<file path="config.mk">
export PLATFORM = sky130hd
export DESIGN_NAME = interpolate_4_flat
export DESIGN_NICKNAME = d
export VERILOG_FILES = /design/src/rtl/interpolate_4_if.sv /design/src/rtl/interpolate_4.sv /design/src/flat_wrapper.sv
export SDC_FILE = /design/constraint.sdc
export NUM_CORES = 1
export LEC_CHECK = 0
export ABC_AREA = 1
export CAP_MARGIN = 5
export CORE_UTILIZATION = 57
export DETAILED_ROUTE_END_ITERATION = 7
export PLACE_DENSITY = 0.8
export SYNTH_ARGS = -nofsm -noshare
export SYNTH_HDL_FRONTEND = slang
export SYNTH_SLANG_ARGS = --single-unit
</file>
<file path="constraint.sdc">
create_clock -name clk -period 5 [get_ports clk]
set_clock_uncertainty 0.1 [all_clocks]
set_input_delay 0.75 -clock clk [delete_from_list [all_inputs] [get_ports clk]]
set_output_delay 0.75 -clock clk [all_outputs]
set_load 0.005 [all_outputs]
</file>
<file path="src/rtl/interpolate_4_if.sv">
// Sample-path bundle for the 1:4 interpolator: input handshake plus output
// sample stream and status.
interface interpolate_4_if #(
  parameter int W = 8
);
  logic signed [W-1:0] x;
  logic                x_valid;
  logic                x_ready;
  logic signed [W-1:0] y;
  logic                y_valid;
  logic                underrun;

  modport master (
    output x, x_valid,
    input  x_ready, y, y_valid, underrun
  );

  modport slave (
    input  x, x_valid,
    output x_ready, y, y_valid, underrun
  );
endinterface

</file>
<file path="src/rtl/interpolate_4.sv">
// Fixed 1:4 interpolator: takes one sample every fourth clock, emits one
// sample per clock by zero-stuffing, sample-hold or linear interpolation.
module interpolate_4 #(
  parameter int W    = 8,
  parameter int MODE = 2
) (
  input logic          clk,
  input logic          reset,
  interpolate_4_if.slave bus
);

  typedef enum logic [1:0] {PH0, PH1, PH2, PH3} phase_t;

  phase_t              p;
  phase_t              p_next;
  logic signed [W-1:0] prev;
  logic signed [W-1:0] cur;
  logic                primed;
  logic                underrun_q;
  logic signed [W-1:0] y_q;
  logic                y_valid_q;

  logic signed [W:0]   d;
  logic signed [W+2:0] prod;
  logic signed [W+2:0] step;
  logic signed [W-1:0] f;

  assign bus.x_ready  = (p == PH3) && !reset;
  assign bus.y        = y_q;
  assign bus.y_valid  = y_valid_q;
  assign bus.underrun = underrun_q;

  always_comb begin
    p_next = PH0;
    case (p)
      PH0:     p_next = PH1;
      PH1:     p_next = PH2;
      PH2:     p_next = PH3;
      default: p_next = PH0;
    endcase
  end

  // d needs W+1 bits and p*d needs W+3; the floor shift keeps the result
  // between prev and cur, so the final W-bit truncation never loses data.
  always_comb begin
    d    = {cur[W-1], cur} - {prev[W-1], prev};
    prod = $signed({{2{d[W]}}, d}) * $signed({{(W+1){1'b0}}, p});
    step = prod >>> 2;
    f    = '0;
    if (MODE == 0) begin
      f = (p == PH0) ? cur : '0;
    end else if (MODE == 1) begin
      f = cur;
    end else begin
      f = W'({{3{prev[W-1]}}, prev} + step);
    end
  end

  always_ff @(posedge clk) begin
    if (reset) begin
      p          <= PH0;
      prev       <= '0;
      cur        <= '0;
      primed     <= 1'b0;
      underrun_q <= 1'b0;
      y_q        <= '0;
      y_valid_q  <= 1'b0;
    end else begin
      p         <= p_next;
      y_q       <= f;
      y_valid_q <= primed;
      if (p == PH3) begin
        prev <= cur;
        if (bus.x_valid) begin
          cur    <= bus.x;
          primed <= 1'b1;
        end else if (primed) begin
          underrun_q <= 1'b1;
        end
      end
    end
  end

endmodule

</file>
<file path="src/flat_wrapper.sv">
// flat-port wrapper written by rule: the top's interface ports become plain ports
module interpolate_4_flat 
#(
  parameter int W    = 8,
  parameter int MODE = 2
)
  (clk, reset, bus_x, bus_x_valid, bus_x_ready, bus_y, bus_y_valid, bus_underrun);
  interpolate_4_if #(.W(W)) bus_i ();
  input logic clk;
  input logic reset;
  input wire logic [$bits(bus_i.x)-1:0] bus_x;
  input wire logic [$bits(bus_i.x_valid)-1:0] bus_x_valid;
  output wire logic [$bits(bus_i.x_ready)-1:0] bus_x_ready;
  output wire logic [$bits(bus_i.y)-1:0] bus_y;
  output wire logic [$bits(bus_i.y_valid)-1:0] bus_y_valid;
  output wire logic [$bits(bus_i.underrun)-1:0] bus_underrun;
  assign bus_i.x = bus_x;
  assign bus_i.x_valid = bus_x_valid;
  assign bus_x_ready = bus_i.x_ready;
  assign bus_y = bus_i.y;
  assign bus_y_valid = bus_i.y_valid;
  assign bus_underrun = bus_i.underrun;
  interpolate_4 #(.W(W), .MODE(MODE)) u_core (.clk(clk), .reset(reset), .bus(bus_i));
endmodule
</file>
Word-level counts from Yosys, hierarchy flattened. Cells that the tools add are included.

ROM bits: 0. Memories: 0. Register bits after elaboration: 29. Logic and storage cells: 20. Bits in writable memories: 0. Output and inout bits: 11. Latch bits: 0. Input port bits: 11.

Muxes and demuxes: 1. Reductions and logical operators: 5. Bitwise gates (word level): 1. Order comparisons: 0. Equal/unequal tests: 3. Shifts and indexed selects: 0. Div/mod/pow operators: 0. $mul: 1. $add $sub $neg: 2.

Operator list (count): 9-bit by 3-bit multiplier with 10-bit output (1); 8-bit by 8-bit subtractor with 9-bit output (1); 8-bit adder (1); 2-bit one-hot mux with 3 select lines (1); 2-bit equality test, second input constant (2); 3-bit AND reduction (1); 2-bit by 1-bit equality test with 1-bit output, second input constant (1); 2-bit logical NOT (1); 2-bit AND reduction (1); 1-bit logical AND (1); 1-bit logical NOT (1); 1-bit inverter (1).

Depth between registers and ports, before layout.
Depth in word-level cells: 3. Mapped depth: 28. Gate-level depth less buffers: 28.

Least setup slack after synthesis. No wires, ideal clock.

Path type: register to register. Start point: reg u_core.cur[0]. End point: reg u_core.y_q[7], in the netlist u_core.bus.y[7]. Required time: 4.785 ns. Path buffers: 0. Path slack: 1.219 ns. Clock period less this slack: 3.781 ns. Arrival: 3.567 ns. Cell stages (with the launch flop): 28. Setup time: 0.115 ns. Cells stage by stage: dfxtp_1 > inv_1 > ha_1 > fa_1 > inv_1 > nand2_1 > nand2_2 > nand2_1 > xor2_1 > nor2_1 > ha_1 > ha_1 > a21oi_1 > nand2_1 > a21oi_1 > o21ai_1 > xnor2_1 > inv_1 > ha_1 > inv_1 > nor3_1 > nand2_1 > nand2_1 > nand2_1 > nand2_1 > inv_1 > a21oi_1 > nor2_1.

Word-level cells in the longest chain between the ends: 3.

RTL lines: from (decl) (RTL line interpolate_4.sv:17) `logic signed [W-1:0] cur;`; from (signal assigned) (RTL line interpolate_4.sv:75) `cur <= bus.x;`; 8-bit by 8-bit subtractor with 9-bit output (RTL line interpolate_4.sv:46) `d = {cur[W-1], cur} - {prev[W-1], prev};`; 9-bit by 3-bit multiplier with 10-bit output (RTL line interpolate_4.sv:47) `prod = $signed({{2{d[W]}}, d}) * $signed({{(W+1){1'b0}}, p});`; 8-bit adder (RTL line interpolate_4.sv:55) `f = W'({{3{prev[W-1]}}, prev} + step);`; to (signal assigned) (RTL line interpolate_4.sv:66) `y_q <= '0;`; to (signal assigned) (RTL line interpolate_4.sv:70) `y_q <= f;`; to (decl) (RTL line interpolate_4.sv:20) `logic signed [W-1:0] y_q;`.

Every way passes these cells. A chain may end at the register's enable or synchronous reset.

Worst setup path after layout. Same ends and word-level chain as after synthesis.

==> impl_results.md <==
- Status: finished clean
- Timing startpoint of the critical path: u_core.cur[0]
- Half-perimeter wire length after placement: 3110 µm
- Hold Vio Cnt, Final: 0
- Clk Tree Root Cell: sky130_fd_sc_hd__clkbuf_4
- Unrepaired setup endpoints after global routing: false
- Beginning of the worst hold path: u_core.primed
- Share of the synthesized area in the top cell type: approximately 28%
- Overall track demand over capacity in global routing: 21.5%
- Transition time at the pin with the least slew margin: 0.562 ns
- Total negative slack: 0 ns
- Via count of the first global-routing pass: roughly 1600
- Net total in the final layout: 351
- Quantity of hold-fixing buffers added after cts: 0
- I/O Buffers: 21
- Count of routing violations after the opening detailed-route iteration: 65
- Mapped Nets: 328
- Clock period minus final worst setup slack: 4.18 ns
- Proportion of power drawn by the clock network: between 10% and 20%
- Fill count: 280
- Total via count in the routed design: 1777
- Internal power summed over all cells: 0.000595 W
- H-tree depth: 2
- Area growth from synthesis to layout: 14.4%
- Synthesized area per cell: 7.38 µm²
- DRC viols: 0
- Post-DRT Antenna Nets: 0
- Seq pwr share: 28.9%
- Signal arrival time at the worst endpoint: 4.30 ns
- Initial Util: 61.0%
- Crit Path Class: reg2reg
- VDD IR max: 0.248 mV
- Overall routed net length: 3790 µm
- Power per standard cell area: approximately 440 mW/mm²
- Most common library cells after synthesis: sky130_fd_sc_hd__inv_1 (40), sky130_fd_sc_hd__nor2_1 (40), sky130_fd_sc_hd__nand2_1 (34), sky130_fd_sc_hd__ha_1 (32)
- Critical path's largest stage delay: about 0.4 ns
- Netlist Area Pre-Place: 0.00208 mm²
- Combinational fraction of design power: 57.7%
- Number of antenna violations at the first check in global routing: 0
- Worst-skew pair later-pin latency: 0.32 ns
- Overall die width: 62.4 µm
- Top flip-flop cell by instance count after synthesis: sky130_fd_sc_hd__dfxtp_1
- Share of async-settable or async-resettable flops after synthesis: 0%
- Highest Clock Rate: around 0.24 GHz
- Gr ovfl total: 0
- Clock-pin slew reported for the worst setup and hold paths after clock tree synthesis: 0.08 ns
- Fraction of the yosys area taken by sequential cells: between 20% and 30%
- Largest cells by area after synthesis: sky130_fd_sc_hd__dfxtp_1 (28%), sky130_fd_sc_hd__ha_1 (19%), sky130_fd_sc_hd__inv_1 (7.2%)
- FF/Latch Area: between 500 and 600 µm²
- Height of the chip: between 60 and 70 µm
- Cell Rows: 21
- Required time at the worst-slack endpoint: 5.12 ns
- Router iterations before antenna repair: 4
- Number of endpoints failing setup at the final stage: 0
- Hold/Removal Path Class: reg2reg
- # resized after CTS: 0
- Switching power total: 0.000454 W
- Sum of buffers and inverters on the critical path: 5
- Core footprint: 0.00342 mm²
- Worst Setup Start Kind: flop
- Number of instances in the synthesized netlist: 282
- Switching share of power: 43.3%
- Average routed wire per standard cell: approximately 11 µm
- Count of antenna diodes in the layout: 0
- Post-CTS Repair Setup Buffers: 0
- Library cell appearing most often on the critical path: sky130_fd_sc_hd__nand2_1
- TritonCTS Sinks: 29
- Seq cells post-synth: 29
- Number of buffers on the longest clock path: 2
- Slowest library cell on the worst path: sky130_fd_sc_hd__fa_1
- EDFF count, synth: 0
- Layout cell share with drive strength beyond 1: 6.89%
- Largest net degree at the start of global routing: 23
- Portion of the clock cycle consumed by the worst path in the final layout: 83.6%
- # IOs: 22
- Leakage power figure: around 1.2 nW
- Wire length of the first global-routing pass: 6600 µm
- Dominant delay contributor by cell family on the critical path: adder cells
- Worst-case setup margin in the final layout: approximately 0.8 ns
- Max-slew violation total from the final report: 0
- Weighted congestion at the end of routability-driven global placement: 0.806
- Synthesis Warnings: 0
- Placed Area: 0.00233 mm²
- Maxcap violations: 0
- Pre-CTS setup slack: ~0.85 ns
- Clock tree from TritonCTS: yes
- Area of the multi-input gates: 0.00131 mm²
- Routed vias/inst: 5.06
- Floorplan die area: 0.00390 mm²
- Biggest fanout along the worst timing path: 4
- Origin of the critical flop-to-flop path: u_core.cur[0]
- Crit. End Element: flop
- Final core utilization: 69.7%
- Max-slew headroom: 62.5%
- Post-synthesis cell type count: 26
- Cell taking the most area after synthesis: sky130_fd_sc_hd__dfxtp_1
- Post-route standard cell area excluding fillers: 0.00238 mm²
- Number of buffers inserted during clock tree synthesis: 5
## layer usage
metal | up-vias | routed length [µm] | GRT usage [%]
met4 | 0 | 49 | 7.85
met5 | - | 0 | 0
met2 | 22 | 1830 | 36.7
li1 | 963 | - | -
met1 | 784 | 1800 | 26.5
met3 | 8 | 105 | 4.38
## worst register-to-register path, delay by kind of cell (launching register included)
family                     cells  cell delay, ns
AOI/OAI and AO/OA              4            0.53
xor gates and xnor gates       2            0.34
adders and majority gates      5            1.58
buffers and inverters          5            0.34
DFF                            1            0.31
and+or+nand+nor               11            0.89
## worst paths after layout
check	to	slack, ns	cells after the start
min	u_core.bus.y_valid	0.35	2
max reg2reg	u_core.bus.y[7]	0.82	27
max	u_core.bus.y[7]	0.82	27
min reg2reg	u_core.bus.y_valid	0.35	2
## stage by stage
stage	cells	power [W]	hold slack, ns
2_1_floorplan	282	0.000762	0.324
3_3_place_gp	344	0.000902	0.336
3_5_place_dp	344	0.000913	0.345
4_1_cts	351	0.00106	0.358
5_1_grt	351	0.00116	0.413
6_report	351	0.00105	0.353
## logic make-up (layout without fill, tap and decap cells)
logic type / Yosys count / in the layout / share of synthesized area (%)
compound gates: 61 / 61 / 15.0
xor+xnor: 12 / 12 / 5.95
fa+ha+maj: 35 / 35 / 22.1
buf+inv: 50 / 73 / 9.19
flops: 29 / 29 / 27.9
simple gates: 95 / 95 / 19.8
## layout by cell type (no fill, tap or decap), types with 3 or more instances in the layout
cell,count
sky130_fd_sc_hd__a21oi_1,29
sky130_fd_sc_hd__nand2_1,34
sky130_fd_sc_hd__ha_1,32
sky130_fd_sc_hd__xor2_1,6
sky130_fd_sc_hd__xnor2_1,5
sky130_fd_sc_hd__clkbuf_4,5
sky130_fd_sc_hd__nand3_2,4
sky130_fd_sc_hd__dfxtp_1,29
sky130_fd_sc_hd__nand2_2,3
sky130_fd_sc_hd__clkdlybuf4s50_1,21
sky130_fd_sc_hd__nor2_1,40
sky130_fd_sc_hd__inv_2,5
sky130_fd_sc_hd__nand3_1,7
sky130_fd_sc_hd__inv_1,40
sky130_fd_sc_hd__o21ai_1,11
sky130_fd_sc_hd__fa_1,3
sky130_fd_sc_hd__o21ai_0,18
## state kept, by name, indices dropped and copies added, names as in the netlist
signal               count
u_core.bus.y             8
u_core.cur               8
u_core.primed            1
u_core.prev              8
u_core.p                 2
u_core.bus.y_valid       1
u_core.bus.underrun      1
## cell type report
| cell class | count | area share [%] |
|---|---|---|
| multi-input combinational | 203 | 55.0 |
| sequential | 29 | 24.4 |
| timing repair buffer | 21 | 8.82 |
| inverter | 45 | 7.09 |
| tap | 46 | 2.42 |
| clock buffer | 7 | 2.31 |
## power by group through the flow
stage | clock network, W | logic (W) | registers, W
6_report | 0.000140 | 0.000606 | 0.000303
5_1_grt | 0.000155 | 0.000696 | 0.000309
4_1_cts | 0.000144 | 0.000610 | 0.000304
3_5_place_dp | 0 | 0.000605 | 0.000309
3_3_place_gp | 0 | 0.000593 | 0.000308
2_1_floorplan | 0 | 0.000454 | 0.000308
No activity file was read; power rests on OpenSTA's default activity.
